$ cat config.mk
export PLATFORM = sky130hd
export DESIGN_NAME = fop_sweep_ctrl
export DESIGN_NICKNAME = d
export VERILOG_FILES = /design/src/rtl/fop_sweep_ctrl.sv
export SDC_FILE = /design/constraint.sdc
export NUM_CORES = 1
export LEC_CHECK = 0
export CAP_MARGIN = 20
export CORE_MARGIN = 2
export CORE_UTILIZATION = 30
export DETAILED_ROUTE_END_ITERATION = 10
export PLACE_DENSITY_LB_ADDON = 0.12
export SLEW_MARGIN = 0
export SYNTH_ARGS = -nofsm -noshare
export SYNTH_HDL_FRONTEND = slang
export SYNTH_SLANG_ARGS = --single-unit
$ cat constraint.sdc
create_clock -name clk -period 2.62 [get_ports clk]
set_input_delay 0.393 -clock clk [delete_from_list [all_inputs] [get_ports clk]]
set_output_delay 0.393 -clock clk [all_outputs]
set_load 0.02 [all_outputs]
$ cat src/rtl/fop_sweep_ctrl.sv
// Self-check sequencer for the fop block: sweeps all 16 input codes, compares the
// G/D/B outputs with each other and with a golden mask, and reports the results.
module fop_sweep_ctrl #(
    parameter int unsigned SETTLE = 2,
    parameter logic [15:0] GOLDEN = 16'h29AF
) (
    input  logic        clk,
    input  logic        rst,
    input  logic        start,
    input  logic        abort,
    input  logic        out_g,
    input  logic        out_d,
    input  logic        out_b,
    output logic [3:0]  fop_in,
    output logic        busy,
    output logic        done,
    output logic        pass,
    output logic [4:0]  err_cnt,
    output logic [15:0] fail_map,
    output logic [3:0]  first_err,
    output logic        err_pulse
);

    typedef enum logic [1:0] {StIdle, StWait, StCheck, StDone} state_e;

    localparam logic [3:0] CntInit = (SETTLE > 0) ? 4'(SETTLE - 1) : 4'd0;

    state_e      state_q, state_d;
    logic [3:0]  idx_q, idx_d;
    logic [3:0]  cnt_q, cnt_d;
    logic [4:0]  err_cnt_q, err_cnt_d;
    logic [15:0] fail_map_q, fail_map_d;
    logic [3:0]  first_err_q, first_err_d;
    logic        busy_q, busy_d;
    logic        done_q, done_d;
    logic        pass_q, pass_d;
    logic        accept;
    logic        mismatch;
    logic        check_fail;

    assign accept     = start && !abort && ((state_q == StIdle) || (state_q == StDone));
    assign mismatch   = (out_g != out_d) || (out_d != out_b) || (out_g != GOLDEN[idx_q]);
    // An abort landing on a CHECK cycle wins: that code is neither recorded nor pulsed.
    assign check_fail = (state_q == StCheck) && !abort && mismatch;

    always_ff @(posedge clk or posedge rst) begin
        if (rst) begin
            state_q <= StIdle;
        end else begin
            state_q <= state_d;
        end
    end

    always_comb begin
        state_d = state_q;
        idx_d   = idx_q;
        cnt_d   = cnt_q;
        if (abort) begin
            state_d = StIdle;
            idx_d   = 4'd0;
            cnt_d   = 4'd0;
        end else begin
            unique case (state_q)
                StIdle, StDone: begin
                    if (start) begin
                        idx_d = 4'd0;
                        if (SETTLE > 0) begin
                            state_d = StWait;
                            cnt_d   = CntInit;
                        end else begin
                            state_d = StCheck;
                        end
                    end
                end
                StWait: begin
                    if (cnt_q == 4'd0) begin
                        state_d = StCheck;
                    end else begin
                        cnt_d = cnt_q - 4'd1;
                    end
                end
                StCheck: begin
                    if (idx_q == 4'd15) begin
                        state_d = StDone;
                    end else begin
                        idx_d = idx_q + 4'd1;
                        if (SETTLE > 0) begin
                            state_d = StWait;
                            cnt_d   = CntInit;
                        end else begin
                            state_d = StCheck;
                        end
                    end
                end
                default: state_d = StIdle;
            endcase
        end
    end

    always_comb begin
        err_cnt_d   = err_cnt_q;
        fail_map_d  = fail_map_q;
        first_err_d = first_err_q;
        if (accept) begin
            err_cnt_d   = 5'd0;
            fail_map_d  = 16'd0;
            first_err_d = 4'd0;
        end else if (check_fail) begin
            err_cnt_d  = err_cnt_q + 5'd1;
            fail_map_d = fail_map_q | (16'd1 << idx_q);
            if (err_cnt_q == 5'd0) begin
                first_err_d = idx_q;
            end
        end
        busy_d = (state_d == StWait) || (state_d == StCheck);
        done_d = (state_d == StDone);
        pass_d = done_d && (err_cnt_d == 5'd0);
    end

    always_ff @(posedge clk or posedge rst) begin
        if (rst) begin
            idx_q       <= 4'd0;
            cnt_q       <= 4'd0;
            err_cnt_q   <= 5'd0;
            fail_map_q  <= 16'd0;
            first_err_q <= 4'd0;
            busy_q      <= 1'b0;
            done_q      <= 1'b0;
            pass_q      <= 1'b0;
        end else begin
            idx_q       <= idx_d;
            cnt_q       <= cnt_d;
            err_cnt_q   <= err_cnt_d;
            fail_map_q  <= fail_map_d;
            first_err_q <= first_err_d;
            busy_q      <= busy_d;
            done_q      <= done_d;
            pass_q      <= pass_d;
        end
    end

    // idx is registered and always equals the code currently being driven.
    assign fop_in    = idx_q;
    assign busy      = busy_q;
    assign done      = done_q;
    assign pass      = pass_q;
    assign err_cnt   = err_cnt_q;
    assign fail_map  = fail_map_q;
    assign first_err = first_err_q;
    // Combinational: asserted in the failing CHECK cycle itself.
    assign err_pulse = check_fail;

endmodule

==> summary.md, run 1 <==
| Metric | Value |
|---|---|
| Final nets | `264` |
| Post-synthesis sequential area ratio | `50.5%` |
| Syn_nets | `214` |
| Die width | `83.2 um` |
| Max_slew headroom | `67.3%` |
| Layout Skew | `0.00426 ns` |
| YS warnings | `0` |
| FFs w/ async S/R, synth | `100%` |
| CTS Buffer Depth | `2` |
| Synth Instances | `194` |
| Commonest cells in the netlist | `38 x dfrtp_1, 33 x nor2_1, 22 x a21oi_1` |
| # placed instances | `312` |
| Num rows | `28` |
| Via density | `4.90` |
| Synth cell types | `35` |
| Post-Route WL | `4450 um` |
| DRC | `0` |
| Largest net degree at the start of global routing | `39` |
| Synth Area in Adders | `8.64%` |
| Final period util | `92.3%` |
| Root Driver | `clkbuf_8` |
| Num CTS Buffers | `5` |
| Initial antenna violation count | `0` |
| Max cap viols | `0` |
| Critical Path RT | `2.23 ns` |
| CP max stage delay | `0.35 ns` |
| Sw Share | `31.3%` |
| CP Launch Type | `flop` |
| Synth top area share | `50.5%` |
| Syn_area_per_cell | `9.70 um^2` |
| Die area | `0.00692 mm^2` |
| Hold_buf cts | `0` |
| Simple-gate share of the synthesized area | `20.7%` |
| CP Max Fanout | `2` |
| Buf/Inv on CP | `2` |
| Post-synth top area cell | `dfrtp_1` |
| Worst EP arrival | `2.03 ns` |
| Layout cells sized above 1 | `11.4%` |
| Total power | `1.54 mW` |
| Final setup violating endpoints | `0` |
| Total GRT Usage | `13.1%` |
| Total grt overflow | `0` |
| Fin. max-slew vios | `0` |
| Reg-to-reg startpoint | `fop_in[0]$_DFFE_PP0P_` |
| Combinational Power Share | `24.1%` |
| Hold Vio Cnt, Final | `0` |
| Final GP Congestion | `0.744` |
| Placeable Area | `0.00599 mm^2` |
| Syn-to-layout area delta | `34.8%` |
| DR iter-0 viols | `33` |
| Peak VDD IR | `0.385 mV` |
| Yosys reg bits | `38` |
| Clk sinks | `38` |
| Top-count cell post-synth | `dfrtp_1` |
| Cell-by-cell trace of the critical path | `inv_1 > ha_1 > or2_0 > a32oi_2 > mux2i_2 > nor3b_4 > clkbuf_2` |
| Hpwl dp | `3170 um` |
| Type of the most critical hold path | `flop to flop` |
| Post-route setup TNS | `0 ns` |
| Setup Buffers After CTS | `0` |
| EDFF count, synth | `0` |
| F_max | `0.413 GHz` |
| I/O Buffers | `39` |
| Largest family of logic cells by synthesized area | `simple AND/OR/NAND/NOR gates` |
| Leakage power | `1.13 nW` |
| Register share of total power | `42.8%` |
| Area taken by flip-flops and latches | `951 um^2` |
| Die height | `83.2 um` |
| Via Count | `1,569` |
| Number of routed nets with antenna violations | `0` |
| Cell area after synthesis | `0.00188 mm^2` |
| Status | `finished, final reports clean` |
| Clock network fraction of total power | `33.1%` |
| Post-layout min period | `2.42 ns` |
| R2R Setup Slk | `0.22 ns` |
| Top_reg_cell synth | `dfrtp_1` |
| Critical Path Sink Type | `output pin` |
| Vias in the first global route | `1,485` |
| First-pass GRT wire length | `7330 um` |
| Area of the multi-input gates | `853 um^2` |
| CTS tree | `yes` |
| Synth top area cells | `dfrtp_1 51%, ha_1 8.6%, nor2_1 6.6%, a21oi_1 5.9%, inv_1 2.4%` |
| P_sw | `481 uW` |
| Crit path launch | `fop_in[0]$_DFFE_PP0P_` |
| Synth Area in Compound Gates | `13.0%` |
| Xor/xnor share of the synthesized area | `1.40%` |
| Initial Utilization | `31.4%` |
| Clk_lat worst skew | `0.29 ns` |
| Mux share of post-synthesis cell area | `1.26%` |
| WS Path Type | `flop to output pin` |
| Slew @ Worst Pin | `0.491 ns` |
| Family with the most delay on the worst path | `simple AND/OR/NAND/NOR gates` |
| Final Util | `42.3%` |
| Top Ports | `40` |
| CP max-delay cell | `dfrtp_1` |
| # fillers | `616` |
| Clock-pin slew on the worst setup and hold paths | `0.08 ns` |
| H-tree depth | `2` |
| Fin cells | `320` |
| HP Start | `fail_map[12]$_DFFE_PP0P_` |
| Routed wire per std cell | `13.9 um` |
| Antenna cell count | `0` |
| Pre-Repair DR Iteration Count | `4` |
| Pwr dens | `606 mW/mm^2` |
| Internal power | `1.06 mW` |
==> tightest hold or removal path, stage by stage (launching register included) <==
cell and delay (ns):
dfrtp_1 0.35, a31oi_1 0.04, nor2_1 0.07
==> worst paths after layout <==
check,end,cells after the start
hold / removal,fail_map[12]$_DFFE_PP0P_,2
setup reg to reg,pass$_DFF_PP0_,10
setup / recovery,err_pulse,7
min in group asynchronous,busy$_DFF_PP0_,3
hold reg to reg,fail_map[12]$_DFFE_PP0P_,2
max in group asynchronous,fail_map[14]$_DFFE_PP0P_,3
==> flip-flops by register name (all words and copies together) (netlist names) <==
register   flops
cnt_q          4
state_q        2
busy           1
fail_map      16
pass           1
fop_in         4
err_cnt        5
done           1
first_err      4
==> final cells by class <==
type	count	share of cell area, %
Clock buffer	5	2.71
Sequential cell	38	37.5
Clock inverter	3	1.78
Timing Repair Buffer	51	18.9
Inverter	12	1.78
Multi-Input combinational cell	136	33.6
Tap cell	75	3.70
==> power by group through the flow <==
| stage | clock network (mW) | registers [mW] | logic [mW] |
|---|---|---|---|
| 3_3_place_gp | 0 | 0.667 | 0.371 |
| 2_1_floorplan | 0 | 0.680 | 0.237 |
| 4_1_cts | 0.523 | 0.658 | 0.370 |
| 6_report | 0.509 | 0.658 | 0.370 |
| 5_1_grt | 0.551 | 0.664 | 0.417 |
| 3_5_place_dp | 0 | 0.668 | 0.369 |
==> layout by cell type (no fill, tap or decap), types with 2 or more instances in the layout <==
cell type and instances:
a211oi_1 2, o21ai_0 4, nand2_1 12, inv_1 12, buf_4 11, a31oi_1 6, and3_1 3, xnor2_1 3
clkdlybuf4s50_1 38, nand3_1 8, clkinvlp_4 2, nor3b_4 2, a21oi_1 22, o21a_1 2, nand4_1 3, ha_1 13
nor3_1 6, nor2_1 33, clkbuf_8 5, dfrtp_1 38, or3_1 2
==> routing by layer <==
metal / up-vias / part of all wire (%) / GRT usage (%)
li1: 769 / - / -
met1: 765 / 48 / 17.5
met2: 28 / 48 / 21.0
met3: 7 / 3.3 / 2.98
met4: 0 / 1.3 / 4.47
met5: - / 0 / 0
==> cells by family after synthesis <==
group / count (synthesis)
mux: 2
compound gates: 41
flops: 38
fa+ha+maj: 13
xor+xnor: 3
simple gates: 77
buf+inv: 20
==> metrics by stage <==
step	area (um^2)	hold slack [ns]	setup WS [ns]
3_5_place_dp	2420	0.487	0.0898
2_1_floorplan	1880	0.521	0.0633
3_3_place_gp	2420	0.479	0.113
6_report	2540	0.496	0.202
5_1_grt	2540	0.535	-0.0158
4_1_cts	2530	0.508	0.0228
==> timing repair <==
item,4_1_cts,5_1_grt
pin swaps,0,0
resized for setup,1,4
endpoints found under the setup margin,1,2
No activity file was read; power rests on OpenSTA's default activity.
==> run 2, diff against run 1 <==
- ABC_AREA: default -> 1
==> run 2 against run 1 <==
Against the previous run:
- final area increased by 2.4%
- worst setup slack improved by 0.062 ns
- sequential share of layout area decreased by 0.88 points
- clock skew increased by 0.0027 ns
- critical path type unchanged
- largest power group unchanged
- sequential power about the same
- largest cell class unchanged
- first-iteration DRC count increased by 110%
- total power decreased by 0.51%
- clock power about the same
- synthesized area increased by 5.1%
- count of clock-buffer cells in the layout increased by 1
==> summary.md, run 2 <==
| Metric | Value |
|---|---|
| Yosys reg bits | `38` |
| F_max | `0.424 GHz` |
| Peak VDD IR | `0.312 mV` |
| CP Max Fanout | `6` |
| Total grt overflow | `0` |
| YS warnings | `0` |
| Final setup violating endpoints | `0` |
| Post-synthesis sequential area ratio | `48.1%` |
| Status | `finished, final reports clean` |
| Synth top area share | `48.1%` |
| Commonest cells in the netlist | `38 x dfrtp_1, 30 x inv_1, 30 x nor2_1` |
| DRC | `0` |
| Critical Path RT | `2.23 ns` |
| Cell-by-cell trace of the critical path | `inv_1 > ha_1 > inv_1 > nand2_1 > nand3_2 > nand2_4 > nand3_4 > inv_4 > dlygate4sd2_1` |
| Register share of total power | `43.1%` |
| Largest family of logic cells by synthesized area | `simple AND/OR/NAND/NOR gates` |
| Synth Area in Compound Gates | `10.5%` |
| M3 GR Usage | `3.31%` |
| Design area | `0.00260 mm^2` |
| Internal power | `1.07 mW` |
| Initial antenna violation count | `0` |
| Hpwl dp | `3320 um` |
| Num rows | `29` |
| I/O Buffers | `39` |
| Syn_nets | `238` |
| Post-route setup TNS | `0 ns` |
| CTS tree | `yes` |
| Cell area after synthesis | `0.00198 mm^2` |
| Max_slew headroom | `66.6%` |
| Most used cell, CP | `inv_1` |
| Die area | `0.00725 mm^2` |
| Post-Route WL | `4410 um` |
| Max cap viols | `0` |
| Clock network fraction of total power | `33.1%` |
| M1 GR Usage | `18.4%` |
| Clk sinks | `38` |
| Top-count cell post-synth | `dfrtp_1` |
| Layout Skew | `0.00697 ns` |
| Reg2Reg Depth | `8` |
| Mux share of post-synthesis cell area | `0%` |
| Pre-Repair DR Iteration Count | `4` |
| Reg2Reg Capture Point | `pass$_DFF_PP0_` |
| Most used routing layer | `met2` |
| Most frequent cells in the layout | `38 x dfrtp_1, 38 x clkdlybuf4s50_1, 30 x inv_1, 30 x nor2_1, 25 x nand2_1` |
| Placed cell areas | `0.00249 mm^2` |
| Synth Area in Adders | `8.23%` |
| WS Path Type | `flop to output pin` |
| Largest net degree at the start of global routing | `39` |
| Post-layout min period | `2.36 ns` |
| Type of the most critical hold path | `flop to flop` |
| EDFF count, synth | `0` |
| Layout cells sized above 1 | `12.4%` |
| Pwr dens | `589 mW/mm^2` |
| Top_reg_cell synth | `dfrtp_1` |
| DR iter-0 viols | `69` |
| Hold_buf cts | `0` |
| CP Launch Type | `flop` |
| CP max-delay cell | `dfrtp_1` |
| Placeable Area | `0.00635 mm^2` |
| RSZ-0062 raised after global routing | `false` |
| Setup Buffers After CTS | `0` |
| Syn-to-layout area delta | `31.4%` |
| Final nets | `287` |
| Top Ports | `40` |
| Slew @ Worst Pin | `0.500 ns` |
| Grt met2 use | `20.5%` |
| Vias in the first global route | `1,567` |
| Routed wire per std cell | `12.8 um` |
| Clock-pin slew on the worst setup and hold paths | `0.08 ns` |
| Number of flip-flops in the largest register | `16` |
| Clk_lat worst skew | `0.28 ns` |
| CP endpoint | `err_pulse` |
| Worst EP arrival | `1.96 ns` |
| First-pass GRT wire length | `7580 um` |
| Simple-gate share of the synthesized area | `24.1%` |
| Sw Share | `29.9%` |
| Antenna cell count | `0` |
| Synth Instances | `218` |
| FFs w/ async S/R, synth | `100%` |
| Die height | `85.2 um` |
| Post-synth top area cell | `dfrtp_1` |
| Via density | `4.61` |
| Critical Path Sink Type | `output pin` |
| Number of routed nets with antenna violations | `0` |
| Num CTS Buffers | `5` |
| Synth cell types | `35` |
| Resize count post-CTS | `1` |
| Final GP Congestion | `0.787` |
| Initial Utilization | `31.1%` |
| Total GRT Usage | `13.3%` |
| Reg-to-reg startpoint | `state_q[0]$_DFF_PP0_` |
| Synth top area cells | `dfrtp_1 48%, ha_1 8.2%, inv_1 5.7%, nor2_1 5.7%, nand2_1 4.7%` |
| H-tree depth | `2` |
| Hold Vio Cnt, Final | `0` |
| Fin. max-slew vios | `0` |
| P_sw | `457 uW` |
| Final period util | `90.0%` |
| Final Util | `40.9%` |
| Root Driver | `clkbuf_8` |
| R2R Setup Slk | `0.58 ns` |
| Crit path launch | `fop_in[1]$_DFFE_PP0P_` |
| Xor/xnor share of the synthesized area | `1.33%` |
| Die width | `85.2 um` |
| CTS Buffer Depth | `2` |
| Syn_area_per_cell | `9.07 um^2` |
| Combinational Power Share | `23.8%` |
| Via Count | `1,587` |
| CP max stage delay | `0.41 ns` |
| Leakage power | `1.25 nW` |
run 2: cell types whose count changed after synthesis, sizes merged, moves of 3 or more:
cell    change
inv        +20
clkbuf      -4
nand3       +6
nand2      +17
o21ai       +4
a21oi       -5
nand4       +3
run 2: worst max-delay path: cells and delay by family, from the launching register on:
kind	cells	cell delay (ns)
DFF	1	0.41
adders and majority gates	1	0.28
and+or+nand+nor	4	0.39
buffers and inverters	4	0.59
run 2: cell type report:
| type | instances | area (um^2) |
|---|---|---|
| fill | 637 | 3750 |
| multi-input combinational | 144 | 873 |
| timing repair buffer | 46 | 442 |
| tap | 77 | 96.3 |
| sequential | 38 | 951 |
| clock inverter | 1 | 30.0 |
| inverter | 32 | 123 |
| clock buffer | 6 | 82.6 |
run 2: per-layer routing:
metal / routed length [um] / share of wire (%)
met2: 2030 / 46
met5: 0 / 0
met3: 163 / 3.7
met1: 2150 / 49
met4: 61 / 1.4
run 2: power groups by stage:
stage / sequential (mW) / clock (mW) / combinational [mW]
final: 0.659 / 0.506 / 0.364
after global routing: 0.665 / 0.561 / 0.421
after CTS: 0.660 / 0.526 / 0.369
after detailed placement: 0.673 / 0 / 0.367
after global placement: 0.670 / 0 / 0.368
after floorplan: 0.691 / 0 / 0.233
run 2: through the flow:
step	total power [mW]	std cells	setup WS, ns	hold WS (ns)
final	1.53	344	0.263	0.484
after CTS	1.55	344	0.238	0.495
after floorplan	0.924	218	0.681	0.446
after detailed placement	1.04	337	0.272	0.478
after global placement	1.04	337	0.277	0.464
after global routing	1.65	344	0.125	0.520
run 2: cells by family (layout without fill, tap and decap cells):
family	after synthesis	count (layout)
simple gates	92	92
fa+ha+maj	13	13
compound gates	36	36
xor+xnor	3	3
buf+inv	36	85
flops	38	38
run 2: how the worst min path moves through the flow:
stage	start	to	slack (ns)	depth (start not counted)
3_5_place_dp	cnt_q[1]$_DFFE_PP0P_	cnt_q[1]$_DFFE_PP0P_	0.48	2
4_1_cts	cnt_q[1]$_DFFE_PP0P_	cnt_q[1]$_DFFE_PP0P_	0.50	2
5_1_grt	first_err[1]$_DFFE_PP0P_	first_err[1]$_DFFE_PP0P_	0.52	2
6_report	cnt_q[1]$_DFFE_PP0P_	cnt_q[1]$_DFFE_PP0P_	0.48	2
2_1_floorplan	cnt_q[1]$_DFFE_PP0P_	cnt_q[1]$_DFFE_PP0P_	0.45	2
3_3_place_gp	cnt_q[1]$_DFFE_PP0P_	cnt_q[1]$_DFFE_PP0P_	0.46	2
==> run 3, diff against run 2 <==
- ABC_CLOCK_PERIOD_IN_PS: default -> 2620
==> results of run 3 <==
The final DEF is identical to that of run 2; final timing and power are the same.
==> RTL edit (settings of run 2) <==
Add an input register stage for `start`, `abort`, `out_g`, `out_d` and `out_b`, with the module's reset; this delays them by one clock. Comments in the files are not updated.
--- a/src/rtl/fop_sweep_ctrl.sv
+++ b/src/rtl/fop_sweep_ctrl.sv
@@ -27,2 +27,24 @@
 
+    logic start_q;
+    logic abort_q;
+    logic out_g_q;
+    logic out_d_q;
+    logic out_b_q;
+
+    always_ff @(posedge clk or posedge rst) begin
+        if (rst) begin
+            start_q <= '0;
+            abort_q <= '0;
+            out_g_q <= '0;
+            out_d_q <= '0;
+            out_b_q <= '0;
+        end else begin
+            start_q <= start;
+            abort_q <= abort;
+            out_g_q <= out_g;
+            out_d_q <= out_d;
+            out_b_q <= out_b;
+        end
+    end
+
     state_e      state_q, state_d;
@@ -40,6 +62,6 @@
 
-    assign accept     = start && !abort && ((state_q == StIdle) || (state_q == StDone));
-    assign mismatch   = (out_g != out_d) || (out_d != out_b) || (out_g != GOLDEN[idx_q]);
+    assign accept     = start_q && !abort_q && ((state_q == StIdle) || (state_q == StDone));
+    assign mismatch   = (out_g_q != out_d_q) || (out_d_q != out_b_q) || (out_g_q != GOLDEN[idx_q]);
     // An abort landing on a CHECK cycle wins: that code is neither recorded nor pulsed.
-    assign check_fail = (state_q == StCheck) && !abort && mismatch;
+    assign check_fail = (state_q == StCheck) && !abort_q && mismatch;
 
@@ -57,3 +79,3 @@
         cnt_d   = cnt_q;
-        if (abort) begin
+        if (abort_q) begin
             state_d = StIdle;
@@ -64,3 +86,3 @@
                 StIdle, StDone: begin
-                    if (start) begin
+                    if (start_q) begin
                         idx_d = 4'd0;
Check against the original RTL: not equivalent (a bounded check fails within 4 cycles, from zero or initial values and one cycle with rst high).
==> RTL edit against run 2 <==
- setup slack gained 0.019 ns
- critical path type unchanged
- area after synthesis grew 6.5%
- worst hold slack gained 0.0066 ns
- routed wire length grew 6.5%
- design area grew 5.2%
- highest routed layer unchanged
- sequential cell count grew 5
- power grew 3.2%
- die area grew 6.1%
- critical path depth is the same
- combinational power shrank 6.9%
- clock skew grew 0.0020 ns
==> RTL edit: results (changes against run 2) <==
Clocking
  • H-tree levels: 2 (unchanged)
  • Setup bufs post-CTS: 0 (unchanged)
  • Root buffer cell: clkbuf_8
  • Maximum root-to-sink buffer count: 2 (unchanged)
  • CTS clk-pin slew, worst paths: 0.08 ns (about the same)
  • CTS buffer count: 5 (unchanged)

Logic synthesis
  • Most numerous cell types in the synthesized netlist: dfrtp_1, inv_1, nor2_1, nand2_1, a21oi_1
  • Dominant synthesized flop cell: dfrtp_1
  • Top cells by area, synth: dfrtp_1, ha_1, inv_1
  • Synthesis warning total: 0 (unchanged)
  • Mean post-synth cell area: 9.11 sq um (+0.46%)
  • Yosys cell types: 34 (-2.9%)
  • Number of nets produced by synthesis: 251 (+5.5%)
  • Share of the yosys chip area belonging to registers: 51.1% (+3.0 points)

Worst hold path
  • Min-Delay Path Class: input pin to asynchronous set/reset pin

Outcome
  • Run status: finished, final reports clean

Power
  • Worst IR drop on VDD: 0.000265 V (-15%)
  • Static Leak: 1.32 nW (+5.2%)

Placed design
  • Quantity of I/O buffers inserted on ports: 39 (unchanged)
  • Post-placement cell count: 368 (+9.2%)
  • GPL Wtd Cong: 0.764 (-2.9%)
  • Placed wire-length estimate: 3580 microns (+7.6%)

Route
  • Number of design-rule violations left by the first detailed-router iteration: 38 (-45%)
  • Number of detailed-route iterations in the first pass: 4 (unchanged)
  • Via total after detailed routing: 1635 (+3.0%)
  • Routed wire per std cell: 12.5 microns (-2.3%)

Global routing
  • Wire length of the first global-routing pass: 7720 microns (+1.9%)
  • Initial antenna violation count: 0 (unchanged)
  • Pin count of the biggest net entering global routing: 24 (-38%)
  • Total global routing track utilization: 13.0% (-0.31 points)

Finish
  • Total Nets Final: 299 (+4.2%)
  • Max reg flops: 16 (unchanged)
  • Number of fill cells: 699 (+9.7%)
  • # diodes: 0 (unchanged)
  • Proportion of layout cells with a drive suffix above 1: 10.4% (-2.0 points)
  • Final std cells w/o fill: 375 (+9.0%)

Setup path
  • Worst-path cell with the longest stage delay: dfrtp_1
  • Cell family with most CP delay: buffers and inverters
  • Signal arrival time at the worst endpoint: 1.94 ns (-0.02 ns)
  • CP Max Fanout: 5 (-1)

Timing
  • Max transition margin: 41.1% (-26 points)
  • Largest clock skew in the final design: 0.00895 ns (+0.00198 ns)
==> RTL edit: routing by layer <==
layer  global-route usage (%)  vias up  part of all wire [%]
li1                         -      839                     -
met2                     21.8       31                    49
met4                     2.94        0                  0.53
met3                     3.02        2                   3.5
met1                     17.1      763                    47
met5                        0        -                     0
==> RTL edit: area by class of cell <==
type / instances / share of cell area [%]
flip-flops and latches: 43 / 39.4
clock inverters: 1 / 1.10
well taps: 96 / 4.40
inverters: 36 / 5.04
clock buffers: 6 / 2.66
repair buffers: 46 / 16.2
multi-input cells: 147 / 31.3
==> RTL edit: metrics by stage <==
step	instance area, sq um	utilization, %	setup WS, ns
2_1_floorplan	2100	-	0.716
3_3_place_gp	2630	38.7	0.357
3_5_place_dp	2630	38.7	0.315
4_1_cts	2730	40.2	0.254
5_1_grt	2730	40.2	0.125
6_report	2730	40.2	0.282
==> RTL edit: cell families (layout without fill, tap and decap cells) <==
logic type	count (synthesis)	in the layout	share of synthesized area [%]
compound gates	36	36	9.27
xor+xnor	3	3	1.25
fa+ha+maj	13	13	7.73
buf+inv	41	89	8.26
flops	43	43	51.1
simple gates	95	95	22.4
==> RTL edit: power by group <==
part           switching (mW)  internal [mW]  total, mW
logic                   0.209          0.130      0.339
registers              0.0372          0.710      0.748
clock network           0.212          0.280      0.492
total                   0.458           1.12       1.58
==> RTL edit: path summary, 6_finish.rpt <==
path / startpoint / cells past startpoint / slack [ns] / end
min in group clk: first_err[1] / 2 / 0.49 / first_err[1]
hold reg to reg: first_err[1] / 2 / 0.49 / first_err[1]
setup / recovery: fop_in[1] / 9 / 0.28 / err_pulse
setup reg to reg: fop_in[1] / 11 / 0.62 / fail_map[6]
hold / removal: rst / 2 / 0.49 / fail_map[11]
max in group asynchronous: rst / 3 / 1.49 / state_q[1]
==> RTL edit: repair_timing <==
action	4_1_cts	5_1_grt
gates resized for setup	1	0
hold endpoints to repair	0	0
setup endpoints to repair	1	0
